## config.mk

```make
export PLATFORM = sky130hd
export DESIGN_NAME = uart_tx_fifo
export DESIGN_NICKNAME = d
export VERILOG_FILES = /design/src/rtl/uart_tx_fifo.sv
export SDC_FILE = /design/constraint.sdc
export NUM_CORES = 1
export LEC_CHECK = 0
export CORE_MARGIN = 2
export CORE_UTILIZATION = 45
export DETAILED_ROUTE_END_ITERATION = 12
export GPL_ROUTABILITY_DRIVEN = 0
export PLACE_DENSITY = 0.68
export SLEW_MARGIN = 0
export SYNTH_ARGS = -nofsm -noshare
export SYNTH_HDL_FRONTEND = slang
export SYNTH_SLANG_ARGS = --single-unit
export TNS_END_PERCENT = 5
```

## constraint.sdc

```tcl
create_clock -name sys_clk -period 2.73 [get_ports sys_clk]
set_input_delay 0.4095 -clock sys_clk [delete_from_list [all_inputs] [get_ports sys_clk]]
set_output_delay 0.4095 -clock sys_clk [all_outputs]
set_load 0.03 [all_outputs]
```

## src/rtl/uart_tx_fifo.sv

```systemverilog
// Byte FIFO feeding the UART transmitter: buffers host writes and issues one
// xmitH start pulse per frame, paced by xmit_doneH, with a busy-acknowledge timeout.
// Handshakes: a host byte is taken on any edge where wr_enH is high and the FIFO is
// not full (or is popping); a byte is issued to the transmitter by one xmitH cycle,
// after which xmit_doneH low means accepted and xmit_doneH high again means finished.
module uart_tx_fifo #(
  parameter int DEPTH        = 16,
  parameter int ADDR_W       = 4,
  parameter int BUSY_TIMEOUT = 8
) (
  input  logic              sys_clk,
  input  logic              sys_rst_l,
  input  logic              wr_enH,
  input  logic [7:0]        wr_dataH,
  output logic              fullH,
  output logic              emptyH,
  output logic [ADDR_W:0]   countH,
  output logic              overflowH,
  input  logic              clr_ovfH,
  output logic              xmitH,
  output logic [7:0]        xmit_dataH,
  input  logic              xmit_doneH,
  output logic              tx_activeH,
  output logic              timeoutH,
  output logic [1:0]        fsmStateH
);

  typedef enum logic [1:0] {
    IDLE      = 2'd0,
    START     = 2'd1,
    WAIT_BUSY = 2'd2,
    WAIT_DONE = 2'd3
  } state_t;

  localparam int TW = (BUSY_TIMEOUT > 1) ? $clog2(BUSY_TIMEOUT) : 1;
  localparam logic [TW-1:0]     TMO_LAST = TW'(BUSY_TIMEOUT - 1);
  localparam logic [TW-1:0]     TMO_ONE  = TW'(1);
  localparam logic [ADDR_W-1:0] PTR_ONE  = ADDR_W'(1);
  localparam logic [ADDR_W:0]   CNT_ONE  = (ADDR_W+1)'(1);
  localparam logic [ADDR_W:0]   CNT_FULL = (ADDR_W+1)'(DEPTH);

  state_t            state, nextState;
  logic [7:0]        mem [DEPTH];
  logic [ADDR_W-1:0] wrPtr, rdPtr;
  logic [ADDR_W:0]   countNext;
  logic [TW-1:0]     tmoCnt;
  logic              pop, wrAcc, drop, tmoLoad, tmoInc;

  always_comb begin
    nextState = state;
    pop       = 1'b0;
    timeoutH  = 1'b0;
    tmoLoad   = 1'b0;
    tmoInc    = 1'b0;
    case (state)
      IDLE: begin
        if (!emptyH && xmit_doneH) begin
          pop       = 1'b1;
          nextState = START;
        end
      end
      START: begin
        tmoLoad   = 1'b1;
        nextState = WAIT_BUSY;
      end
      WAIT_BUSY: begin
        if (!xmit_doneH) begin
          nextState = WAIT_DONE;
        end else if (tmoCnt == TMO_LAST) begin
          // Transmitter never acknowledged: the popped byte is dropped for good.
          timeoutH  = 1'b1;
          nextState = IDLE;
        end else begin
          tmoInc = 1'b1;
        end
      end
      WAIT_DONE: begin
        if (xmit_doneH) nextState = IDLE;
      end
      default: nextState = IDLE;
    endcase
  end

  assign wrAcc = wr_enH && (!fullH || pop);
  assign drop  = wr_enH && fullH && !pop;

  always_comb begin
    countNext = countH;
    if (wrAcc && !pop)      countNext = countH + CNT_ONE;
    else if (pop && !wrAcc) countNext = countH - CNT_ONE;
  end

  assign xmitH      = (state == START);
  assign tx_activeH = (state != IDLE);
  assign fsmStateH  = state;

  always_ff @(posedge sys_clk or negedge sys_rst_l) begin
    if (!sys_rst_l) begin
      state      <= IDLE;
      wrPtr      <= '0;
      rdPtr      <= '0;
      countH     <= '0;
      fullH      <= 1'b0;
      emptyH     <= 1'b1;
      overflowH  <= 1'b0;
      xmit_dataH <= 8'h00;
      tmoCnt     <= '0;
    end else begin
      state  <= nextState;
      countH <= countNext;
      fullH  <= (countNext == CNT_FULL);
      emptyH <= (countNext == '0);
      if (wrAcc) wrPtr <= wrPtr + PTR_ONE;
      if (pop) begin
        rdPtr      <= rdPtr + PTR_ONE;
        xmit_dataH <= mem[rdPtr];
      end
      // A dropped write outranks a clear request in the same cycle.
      if (drop)          overflowH <= 1'b1;
      else if (clr_ovfH) overflowH <= 1'b0;
      if (tmoLoad)     tmoCnt <= '0;
      else if (tmoInc) tmoCnt <= tmoCnt + TMO_ONE;
    end
  end

  // Storage is deliberately left unreset; only the pointers define validity.
  always_ff @(posedge sys_clk) begin
    if (wrAcc) mem[wrPtr] <= wr_dataH;
  end

endmodule
```

==> Flow_metrics.wiki <==
{| class="wikitable"
! Metric !! Value
|-
| Global Route met1 Usage || 25.3%
|-
| Crit Reg-Reg Startpoint || fsmStateH[0]
|-
| Final setup vio count || 0
|-
| Area used by sequential logic in the layout || 0.00457 sq mm
|-
| # Max-Cap Violations || 0
|-
| Setup repair after global routing missed its margin || no
|-
| Util after Layout || 55.4%
|-
| Die footprint || 0.0153 sq mm
|-
| Clock slew at the register clock pins of the worst setup and hold paths || 60 ps
|-
| Layout cell share with drive strength beyond 1 || 24.1%
|-
| Combinational family with the most area after synthesis || multiplexers
|-
| Class of the tightest hold or removal check || input port to asynchronous set/reset pin
|-
| Setup slack of the worst register-to-register path || 360 ps
|-
| Final routed wirelength across all metal layers || 12400 microns
|-
| Share of the yosys chip area belonging to registers || 70.8%
|-
| Clock tree from TritonCTS || yes
|-
| Worst R2R End || mem[2][7]
|-
| Chip Height || 124 microns
|-
| Count of unique library cells instantiated by Yosys || 48
|-
| Worst path max stage delay || 700 ps
|-
| Horizontal extent of the die || 124 microns
|-
| Area of the multi-input gates || roughly 0.0018 sq mm
|-
| Cells after synthesis || around 360
|-
| CORE AREA || 0.0139 sq mm
|-
| Outcome || finished, final reports clean
|-
| Power per Cell Area || 1080 mW/mm^2
|-
| Synth Area in Adders || under 10%
|-
| Summed instance area of the synthesized netlist || 0.00646 sq mm
|-
| Most used flip-flop cell after synthesis || sky130_fd_sc_hd__edfxtp_1
|-
| Worst Path Arrival || roughly 2000 ps
|-
| Register-to-Register Path Depth || 5
|-
| Timing endpoint of the critical path || timeoutH
|-
| Final antenna diode count || 0
|-
| Startpoint of the most critical setup path || tmoCnt[0]
|-
| Kind of launch point of the worst setup path || register
|-
| Final net count || 440
|-
| Post-layout instance area || 0.00771 sq mm
|-
| Starting density of the core || 46.3%
|-
| Setup clock skew after layout || about 6.4 ps
|-
| Wirelength per Cell || 20.4 microns
|-
| Post-CTS setup buffer count || 0
|-
| Number of pins with negative max-slew slack in the final report || 0
|-
| Clock network latency to the later pin of the worst-skew pair || roughly 420 ps
|-
| Critical path's slowest cell || sky130_fd_sc_hd__clkdlybuf4s50_1
|-
| Worst slew margin relative to its limit || between 50 and 60%
|-
| Maximum resistive drop on vdd || 0.481 mV
|-
| GR peak layer || met2
|-
| Clock Tree Buf Depth || 2
|-
| DP Worst Slack || 97.0 ps
|-
| Global-route wire length before repair || 19800 microns
|-
| Clock sink count || 157
|-
| Avg Vias per Cell || 5.60
|-
| Data required time at the worst endpoint || between 2000 and 2500 ps
|-
| Slew @ Worst Pin || 712 ps
|-
| Met3 usage in global routing || between 4 and 5%
|-
| Finished Layout Cells || roughly 610
|-
| Largest fanout on the critical path || 4
|-
| Overall track demand over capacity in global routing || 18.3%
|-
| Fraction of registers with async set/reset || 18.5%
|-
| Met2 GRT Util || 28.1%
|-
| Area after detailed placement || ~0.0072 sq mm
|-
| Critical Path End Type || output pin
|-
| Grt total ovfl || 0
|-
| Achievable Freq || 0.411 GHz
|-
| Share of the clock period used by the worst path after layout || 89.0%
|-
| H-Tree Level Count || 4
|-
| Register bit total from synthesis || between 150 and 200
|-
| DRC violation total after the first TritonRoute iteration || 288
|-
| Cell Chain, Critical Path || ha_1, ha_1, nand2_1, nor3_1, clkdlybuf4s50_1
|-
| Pin count of the biggest net entering global routing || 30
|-
| Estimated wirelength of the detail-placed design || ~8200 microns
|-
| Cell occurring most often along the worst timing path || sky130_fd_sc_hd__ha_1
|-
| Number of remaining DRC errors || 0
|-
| Post-route worst setup slack || 300 ps
|-
| Cell at the root of the clock tree || sky130_fd_sc_hd__clkbuf_16
|-
| CTS Hold Buffers Added || 0
|-
| Complex-gate fraction of the synthesized area || between 3 and 4%
|-
| Number of vias after detailed routing || 3421
|-
| Minimum clock period || 2430 ps
|-
| EDFF count, synth || 128
|-
| Count of placed standard cells including taps || 579
|-
| Xor/xnor share of the synthesized area || 1.20%
|-
| Pleak || 2.66 nW
|-
| Remaining antenna violation count || 0
|-
| Number of cell rows || 43
|-
| Filler cell count in the final layout || 1033
|-
| I/O pin total || 34
|-
| Syn_nets || between 300 and 400
|-
| Via count of the first global-routing pass || 3471
|-
| Number of failing hold endpoints at the final stage || 0
|-
| Number of detailed-route iterations in the first pass || 4
|-
| CTS Buf Count || 17
|-
| Number of antenna violations at the first check in global routing || 0
|-
| Yosys warning total || 0
|-
| Multiplexer area fraction after synthesis || 14.1%
|-
| Area delta synth->final || 19.5%
|-
| Start-to-end type of the worst setup path || register to output pin
|-
| Average footprint of a synthesized cell || 17.9 sq um
|-
| Post-CTS Resized || 0
|-
| PortBufs || 33
|-
| Simple logic cell fraction of the synthesized area || 6.36%
|}
synthesized netlist by cell type, drive strengths merged (2+ instances only):
library cell	count	share of area (%)
edfxtp	128	60
mux4	32	11
dfrtp	28	11
nand2	19	1.1
nor2	19	1.1
o21ai	13	1.0
clkbuf	12	0.70
nor3	12	0.93
buf	10	0.89
ha	9	1.7
mux2i	9	1.6
mux2	8	1.4
xnor2	8	1.2
a221o	7	1.1
inv	6	0.35
nand3	4	0.31
nand2b	3	0.29
nand4	3	0.29
nor2b	3	0.29
a21oi	2	0.16
a2bb2oi	2	0.27
nor4b	2	0.60
or4	2	0.23
sequential cells by signal, summed over array words and instances (netlist names):
name	flops
countH	5
emptyH	1
fsmStateH	2
fullH	1
mem	128
overflowH	1
rdPtr	4
tmoCnt	3
wrPtr	4
xmit_dataH	8
critical path: cells and delay by family (launching register included):
| kind | cells | cell delay (ps) |
|---|---|---|
| buf+inv | 1 | 700 |
| simple gates | 2 | 190 |
| fa+ha+maj | 2 | 330 |
| flops | 1 | 380 |
kinds of logic after synthesis:
family	after synthesis
adders and majority gates	9
buffers and inverters	28
and+or+nand+nor	76
muxes	49
xor gates and xnor gates	8
AOI/OAI and AO/OA	34
DFF	157
power breakdown:
part           total [mW]  internal [mW]  switching, mW
Sequential           3.37           3.00          0.367
Clock                2.22           1.33          0.887
Combinational        2.72           1.33           1.39
routing by layer:
metal | part of all wire, % | vias to the layer above
met5 | 0 | -
met4 | 1.9 | 0
met3 | 5.0 | 19
met2 | 48 | 111
met1 | 45 | 1746
li1 | - | 1545
stage by stage:
| stage | power, mW | setup TNS [ps] | hold slack [ps] |
|---|---|---|---|
| 6_report | 8.31 | 0 | 386 |
| 5_1_grt | 8.75 | 0 | 425 |
| 4_1_cts | 8.39 | 0 | 391 |
| 3_5_place_dp | 6.16 | 0 | 503 |
| 3_3_place_gp | 6.09 | 0 | 495 |
| 2_1_floorplan | 5.22 | -527 | 114 |
worst min path at each step:
stage / endpoint / slack [ps] / cells past startpoint
2_1_floorplan: countH[0] / 110 / 0
3_3_place_gp: tmoCnt[1] / 490 / 2
6_report: overflowH / 390 / 2
3_5_place_dp: xmit_dataH[2] / 500 / 1
4_1_cts: overflowH / 390 / 2
5_1_grt: overflowH / 420 / 2
area by class of cell:
type,count,area share [%]
Clock inverter,13,1.61
Tap cell,180,2.92
Multi-Input combinational cell,176,22.9
Inverter,6,0.292
Timing Repair Buffer,60,7.40
Clock buffer,19,5.61
Sequential cell,157,59.3
placed cells by master (no fill, tap or decap), types with 4 or more instances in the layout:
cell                                n
sky130_fd_sc_hd__dfrtp_1           27
sky130_fd_sc_hd__mux2i_1            8
sky130_fd_sc_hd__inv_1              6
sky130_fd_sc_hd__mux2_2             8
sky130_fd_sc_hd__mux4_2            32
sky130_fd_sc_hd__nor2_1            19
sky130_fd_sc_hd__edfxtp_1         128
sky130_fd_sc_hd__xnor2_1            7
sky130_fd_sc_hd__clkdlybuf4s50_1   33
sky130_fd_sc_hd__nor3_1            11
sky130_fd_sc_hd__o21ai_0           13
sky130_fd_sc_hd__nand2_1           19
sky130_fd_sc_hd__a221o_1            7
sky130_fd_sc_hd__clkbuf_16         17
sky130_fd_sc_hd__buf_4             24
sky130_fd_sc_hd__ha_1               9
sky130_fd_sc_hd__nand3_1            4
sky130_fd_sc_hd__clkinv_1           4
(Power assumes the default switching activity.)
